## src/rtl/clock_time_bcd_if.sv

```systemverilog
// Button inputs and display/status outputs of the clock time-keeping core.
// The master side drives the buttons and the slave side (the core) drives the display.
interface clock_time_bcd_if;
  logic       mode_i;
  logic       inc_i;
  logic [3:0] hour_ten;
  logic [3:0] hour_one;
  logic [3:0] min_ten;
  logic [3:0] min_one;
  logic [3:0] sec_ten;
  logic [3:0] sec_one;
  logic [1:0] mode_o;
  logic       sec_tick_o;

  modport master (
    output mode_i, inc_i,
    input  hour_ten, hour_one, min_ten, min_one, sec_ten, sec_one, mode_o, sec_tick_o
  );

  modport slave (
    input  mode_i, inc_i,
    output hour_ten, hour_one, min_ten, min_one, sec_ten, sec_one, mode_o, sec_tick_o
  );
endinterface

```

## src/rtl/clock_time_bcd.sv

```systemverilog
// 24-hour HH:MM:SS BCD time keeper with a 1 Hz prescaler and a run / set-hour / set-minute mode.
// Buttons arrive debounced and synchronised; actions fire on their rising edges.
module clock_time_bcd #(
  parameter int CLK_DIV = 50000000
) (
  input  logic            clk_i,
  input  logic            rst_i,
  clock_time_bcd_if.slave bus
);

  localparam int PW = (CLK_DIV > 2) ? $clog2(CLK_DIV) : 1;
  localparam logic [PW-1:0] PRESC_MAX = PW'(CLK_DIV - 1);

  localparam logic [1:0] ST_RUN      = 2'b00;
  localparam logic [1:0] ST_SET_HOUR = 2'b01;
  localparam logic [1:0] ST_SET_MIN  = 2'b10;

  logic          r_mode_prev;
  logic          r_inc_prev;
  logic [1:0]    r_mode;
  logic [PW-1:0] r_presc;
  logic          r_tick;
  logic [3:0]    r_hour_ten;
  logic [3:0]    r_hour_one;
  logic [3:0]    r_min_ten;
  logic [3:0]    r_min_one;
  logic [3:0]    r_sec_ten;
  logic [3:0]    r_sec_one;

  logic       w_mode_edge;
  logic       w_inc_edge;
  logic       w_presc_term;
  logic       w_sec_wrap;
  logic       w_min_wrap;
  logic [3:0] w_min_one_inc;
  logic [3:0] w_min_ten_inc;
  logic [3:0] w_hour_one_inc;
  logic [3:0] w_hour_ten_inc;

  assign w_mode_edge  = bus.mode_i & ~r_mode_prev;
  assign w_inc_edge   = bus.inc_i & ~r_inc_prev;
  assign w_presc_term = (r_presc == PRESC_MAX);
  assign w_sec_wrap   = (r_sec_one == 4'd9) && (r_sec_ten == 4'd5);
  assign w_min_wrap   = (r_min_one == 4'd9) && (r_min_ten == 4'd5);

  // Next minute value, shared by the seconds carry and the set-minute button (no hour carry).
  assign w_min_one_inc = (r_min_one == 4'd9) ? 4'd0 : r_min_one + 4'd1;
  assign w_min_ten_inc = (r_min_one != 4'd9) ? r_min_ten :
                         (r_min_ten == 4'd5) ? 4'd0 : r_min_ten + 4'd1;

  always_comb begin
    w_hour_one_inc = r_hour_one + 4'd1;
    w_hour_ten_inc = r_hour_ten;
    if (r_hour_ten == 4'd2 && r_hour_one == 4'd3) begin
      w_hour_one_inc = 4'd0;
      w_hour_ten_inc = 4'd0;
    end else if (r_hour_one == 4'd9) begin
      w_hour_one_inc = 4'd0;
      w_hour_ten_inc = r_hour_ten + 4'd1;
    end
  end

  // Sampled through reset too, so a button held across reset gives no edge afterwards.
  always_ff @(posedge clk_i) begin
    r_mode_prev <= bus.mode_i;
    r_inc_prev  <= bus.inc_i;
  end

  always_ff @(posedge clk_i) begin
    if (rst_i) begin
      r_mode     <= ST_RUN;
      r_presc    <= '0;
      r_tick     <= 1'b0;
      r_hour_ten <= 4'd0;
      r_hour_one <= 4'd0;
      r_min_ten  <= 4'd0;
      r_min_one  <= 4'd0;
      r_sec_ten  <= 4'd0;
      r_sec_one  <= 4'd0;
    end else begin
      r_tick <= 1'b0;
      if (w_mode_edge) begin
        // A mode step pre-empts both a pending advance and a simultaneous inc.
        r_presc <= '0;
        case (r_mode)
          ST_RUN:      r_mode <= ST_SET_HOUR;
          ST_SET_HOUR: r_mode <= ST_SET_MIN;
          default: begin
            r_mode    <= ST_RUN;
            r_sec_ten <= 4'd0;
            r_sec_one <= 4'd0;
          end
        endcase
      end else begin
        case (r_mode)
          ST_RUN: begin
            if (w_presc_term) begin
              r_presc   <= '0;
              r_tick    <= 1'b1;
              r_sec_one <= (r_sec_one == 4'd9) ? 4'd0 : r_sec_one + 4'd1;
              if (r_sec_one == 4'd9)
                r_sec_ten <= (r_sec_ten == 4'd5) ? 4'd0 : r_sec_ten + 4'd1;
              if (w_sec_wrap) begin
                r_min_one <= w_min_one_inc;
                r_min_ten <= w_min_ten_inc;
                if (w_min_wrap) begin
                  r_hour_one <= w_hour_one_inc;
                  r_hour_ten <= w_hour_ten_inc;
                end
              end
            end else begin
              r_presc <= r_presc + PW'(1);
            end
          end
          ST_SET_HOUR: begin
            r_presc <= '0;
            if (w_inc_edge) begin
              r_hour_one <= w_hour_one_inc;
              r_hour_ten <= w_hour_ten_inc;
            end
          end
          default: begin
            r_presc <= '0;
            if (w_inc_edge) begin
              r_min_one <= w_min_one_inc;
              r_min_ten <= w_min_ten_inc;
            end
          end
        endcase
      end
    end
  end

  assign bus.hour_ten   = r_hour_ten;
  assign bus.hour_one   = r_hour_one;
  assign bus.min_ten    = r_min_ten;
  assign bus.min_one    = r_min_one;
  assign bus.sec_ten    = r_sec_ten;
  assign bus.sec_one    = r_sec_one;
  assign bus.mode_o     = r_mode;
  assign bus.sec_tick_o = r_tick;

endmodule

```

## src/flat_wrapper.sv

```systemverilog
// flat-port wrapper written by rule: the top's interface ports become plain ports
module clock_time_bcd_flat 
#(
  parameter int CLK_DIV = 50000000
)
  (clk_i, rst_i, bus_mode_i, bus_inc_i, bus_hour_ten, bus_hour_one, bus_min_ten, bus_min_one, bus_sec_ten, bus_sec_one, bus_mode_o, bus_sec_tick_o);
  clock_time_bcd_if bus_i ();
  input  logic clk_i;
  input  logic rst_i;
  input wire logic [$bits(bus_i.mode_i)-1:0] bus_mode_i;
  input wire logic [$bits(bus_i.inc_i)-1:0] bus_inc_i;
  output wire logic [$bits(bus_i.hour_ten)-1:0] bus_hour_ten;
  output wire logic [$bits(bus_i.hour_one)-1:0] bus_hour_one;
  output wire logic [$bits(bus_i.min_ten)-1:0] bus_min_ten;
  output wire logic [$bits(bus_i.min_one)-1:0] bus_min_one;
  output wire logic [$bits(bus_i.sec_ten)-1:0] bus_sec_ten;
  output wire logic [$bits(bus_i.sec_one)-1:0] bus_sec_one;
  output wire logic [$bits(bus_i.mode_o)-1:0] bus_mode_o;
  output wire logic [$bits(bus_i.sec_tick_o)-1:0] bus_sec_tick_o;
  assign bus_i.mode_i = bus_mode_i;
  assign bus_i.inc_i = bus_inc_i;
  assign bus_hour_ten = bus_i.hour_ten;
  assign bus_hour_one = bus_i.hour_one;
  assign bus_min_ten = bus_i.min_ten;
  assign bus_min_one = bus_i.min_one;
  assign bus_sec_ten = bus_i.sec_ten;
  assign bus_sec_one = bus_i.sec_one;
  assign bus_mode_o = bus_i.mode_o;
  assign bus_sec_tick_o = bus_i.sec_tick_o;
  clock_time_bcd #(.CLK_DIV(CLK_DIV)) u_core (.clk_i(clk_i), .rst_i(rst_i), .bus(bus_i));
endmodule
```

## config.mk

```make
export PLATFORM = sky130hd
export DESIGN_NAME = clock_time_bcd_flat
export DESIGN_NICKNAME = d
export VERILOG_FILES = /design/src/rtl/clock_time_bcd_if.sv /design/src/rtl/clock_time_bcd.sv /design/src/flat_wrapper.sv
export SDC_FILE = /design/constraint.sdc
export NUM_CORES = 1
export LEC_CHECK = 0
export CORE_AREA = 5 5 73 75
export CTS_BUF_LIST = sky130_fd_sc_hd__clkbuf_2
export CTS_CLUSTER_DIAMETER = 80
export CTS_CLUSTER_SIZE = 24
export DETAILED_ROUTE_END_ITERATION = 10
export DIE_AREA = 0 0 78 80
export PLACE_DENSITY_LB_ADDON = 0.08
export SETUP_SLACK_MARGIN = 0.05
export SLEW_MARGIN = 10
export SYNTH_ARGS = -nofsm -noshare
export SYNTH_HDL_FRONTEND = slang
export SYNTH_SLANG_ARGS = --single-unit
```

## constraint.sdc

```tcl
create_clock -name clk_i -period 4.99 [get_ports clk_i]
set_clock_uncertainty 0.05 [all_clocks]
set_input_delay 0.998 -clock clk_i [delete_from_list [all_inputs] [get_ports clk_i]]
set_output_delay 0.998 -clock clk_i [all_outputs]
set_load 0.01 [all_outputs]
```

==> impl_metrics.py <==
metrics = {
    "status": {
        "status": "finished clean",
    },
    "sta": {
        "slew_headroom_pct": 41.82,
        "finalMaxSlewViolations": 0,
        "rsz0062_at_grt": "false",
        "period_minus_slack_ns": 2.930,
        "post-route-period-util_pct": 58.71,
        "fmax_ghz": 0.3413,
        "hold_viol_final": 0,
        "fin_tns_setup_ns": 0,
        "tightest_slew_ns": 0.8700,
        "finalSetupViolations": 0,
    },
    "drt": {
        "drc": 0,
        "first_pass_iters": 4,
        "num_vias": 2166,
        "drt_iter0_drc": 118,
        "wire_per_inst_um": 13.46,
        "viasPerCell": 5.670,
        "wirelength_um": 5141,
        "antenna_left": 0,
    },
    "die": {
        "fp.coreArea_um2": 4598,
        "start_util_pct": 56.87,
        "pin_count": 31,
        "die_w_um": 78,
        "die_area_um2": 6240,
        "num_rows": 25,
        "die_h_um": 80,
    },
    "pwr": {
        "p_per_area_nw_per_um2": 211.7,
        "p_total_w": 0.0006340,
        "leakagePower_nw": 1.059,
        "vdd_drop_max_uv": 156.9,
    },
    "critical_path": {
        "crit_type": "input pin to flop",
        "timing.rr.start": "u_core.r_presc[0]$_SDFF_PP0_",
        "arrival_ns": 3.28,
        "end_kind": "flop",
        "r2r_slack_ns": 2.45,
        "reg2reg_depth": 6,
        "worstReg2RegEnd": "u_core.r_presc[22]$_SDFF_PP0_",
        "crit_fanout": 8,
        "critPathRequiredTime_ns": 5.34,
        "critPathLaunchType": "input pin",
    },
    "yosys": {
        "yosysTopAreaCell": "dfxtp_1",
        "synth_top_flop_cell": "dfxtp_1",
        "synth-seq-cells": 55,
        "ys_top_cells_by_area": "dfxtp_1 42%, nor2_1 5.7%, xor2_1 4.7%, nand2_1 3.7%, ha_1 3.3%",
        "synth_seq_area_share_pct": 42.11,
        "synth_commonest_cells": "55 x dfxtp_1, 40 x nor2_1, 26 x nand2_1",
        "synthCells": 297,
        "syn_area_um2": 2615,
        "syn_nets": 308,
        "synthDistinctLibCells": 50,
        "synth.most_common_cell": "dfxtp_1",
        "synth-async-reset-ratio_pct": 0,
        "avgSynthCellArea_um2": 8.805,
        "yosysWarnings": 0,
        "synth_edf_count": 0,
        "synth_top_area_share_pct": 42.11,
    },
    "grt": {
        "antenna_found_initial": 0,
        "grt_max_degree": 27,
        "use_met3_pct": 4.176,
        "use_met2_pct": 28.80,
        "grt_overflow_total": 0,
        "grt_first_pass_wirelength_um": 9266,
        "grt_use_met1_pct": 23.77,
        "grt.busiest_layer": "met2",
        "grt_pass1_vias": 2039,
        "track_usage_pct": 17.92,
    },
    "clocking": {
        "cts.clk_slew.worst_paths_ns": 0.25,
        "cts-root-buf": "clkbuf_2",
        "post-cts-setup-buffers": 0,
        "cts_tree": "done",
        "clock_path_buffers": 2,
        "clock_sinks": 55,
        "h-tree-depth": 2,
        "hold_buffers": 0,
        "insertion_delay_ns": 0.42,
        "numCtsBuffers": 5,
        "cts_resized": 0,
    },
    "min_path": {
        "holdPathStages": 1,
        "hold_end": "u_core.r_presc[0]$_SDFF_PP0_",
        "hold_path_class": "flop to flop",
        "hp-start": "u_core.r_presc[0]$_SDFF_PP0_",
    },
    "job": {
        "maxCapViolCount": 0,
    },
    "layout": {
        "nFillCells": 417,
        "num_antenna_cells": 0,
        "syn_to_final_growth_pct": 14.55,
        "final_nets": 340,
        "drive_gt1_share_pct": 6.707,
    },
    "placement": {
        "dpl.hpwl_um": 3695,
        "place_congestion": 0.8144,
        "port_buffers": 30,
    },
}
## how the worst max path moves through the flow
| stage | from | end | cells past startpoint |
|---|---|---|---|
| final | bus_mode_i | u_core.bus.hour_ten[2]$_SDFFE_PP0P_ | 7 |
| after floorplan | bus_mode_i | u_core.bus.hour_ten[2]$_SDFFE_PP0P_ | 7 |
| after CTS | bus_mode_i | u_core.bus.hour_ten[2]$_SDFFE_PP0P_ | 7 |
| after global placement | bus_mode_i | u_core.bus.hour_ten[2]$_SDFFE_PP0P_ | 7 |
| after detailed placement | bus_mode_i | u_core.bus.hour_one[2]$_SDFFE_PP0P_ | 7 |
| after global routing | bus_mode_i | u_core.bus.hour_one[1]$_SDFFE_PP0P_ | 7 |
## sequential cells by signal, indices dropped and copies added (netlist names)
register               cells
u_core.bus.min_ten         4
u_core.bus.hour_one        4
u_core.bus.sec_tick_o      1
u_core.r_mode_prev         1
u_core.bus.sec_one         4
u_core.bus.sec_ten         4
u_core.bus.hour_ten        4
u_core.bus.min_one         4
u_core.r_inc_prev          1
u_core.r_presc            26
u_core.bus.mode_o          2
## through the flow
stage	hold slack (ns)	area [um^2]	std cells	util [%]	worst slack (ns)
floorplan	0.3802	2615	297	-	2.195
global placement	0.3936	2965	376	64.49	1.645
detailed placement	0.4114	2965	376	64.49	1.600
CTS	0.4542	2995	382	65.14	2.093
global route	0.5007	2995	382	65.14	1.953
finish	0.4537	2995	382	65.14	2.060
## final cells by class
type                            instances  area [um^2]  area share (%)
Multi-Input combinational cell        223         1440           48.08
Sequential cell                        55         1101           36.76
Timing Repair Buffer                   31        307.8           10.28
Tap cell                               54        67.56           2.256
Inverter                               13        48.80           1.629
Clock buffer                            6        30.03           1.003
## cell usage in the layout, fill, tap and decap left out, types with 2 or more instances in the layout
cell type,n
a311oi_1,3
nand3b_1,2
a41o_1,2
nand2_1,26
nor3_1,10
and4bb_2,2
nor3b_1,2
a41oi_1,2
clkdlybuf4s50_1,30
ha_1,7
o31ai_1,2
a31o_2,2
nor2_1,40
xnor2_1,9
xor2_1,14
or2_2,2
and4_4,2
or3_1,8
nand4_1,8
and3_1,6
nor4_1,3
mux2i_1,6
inv_1,12
clkbuf_2,6
or4_1,2
nand2b_1,2
nand3_1,13
dfxtp_1,55
a21oi_1,16
a31oi_1,3
o21ai_0,9
nor2b_1,3
## critical path: stages
cell	delay, ns
clkdlybuf4s50_1	0.43
nand2b_1	0.26
nand2_1	0.11
or4b_2	0.69
a21o_4	0.26
or4_1	0.46
nand2_1	0.07
## kinds of logic (layout without fill, tap and decap cells)
kind of cell               Yosys count  in the layout  synth area share, %
buffers and inverters               19             50                2.823
and+or+nand+nor                    140            140                29.14
AOI/OAI and AO/OA                   47             47                12.58
DFF                                 55             55                42.11
xor gates and xnor gates            23             23                7.704
muxes                                6              6                2.297
adders and majority gates            7              7                3.349
## layer usage
metal  vias to the layer above  part of all wire [%]
met1                       993                    49
met5                         -                     0
met2                        43                    45
li1                       1125                     -
met3                         5                   4.7
met4                         0                   1.2
## report_power, final
group | switching (W) | internal [W] | total [W]
sequential | 0.00000313 | 0.000444 | 0.000447
clock | 0.000127 | 0.0000316 | 0.000159
combinational | 0.0000184 | 0.00000942 | 0.0000278
Power figures use the tool's default switching activity.
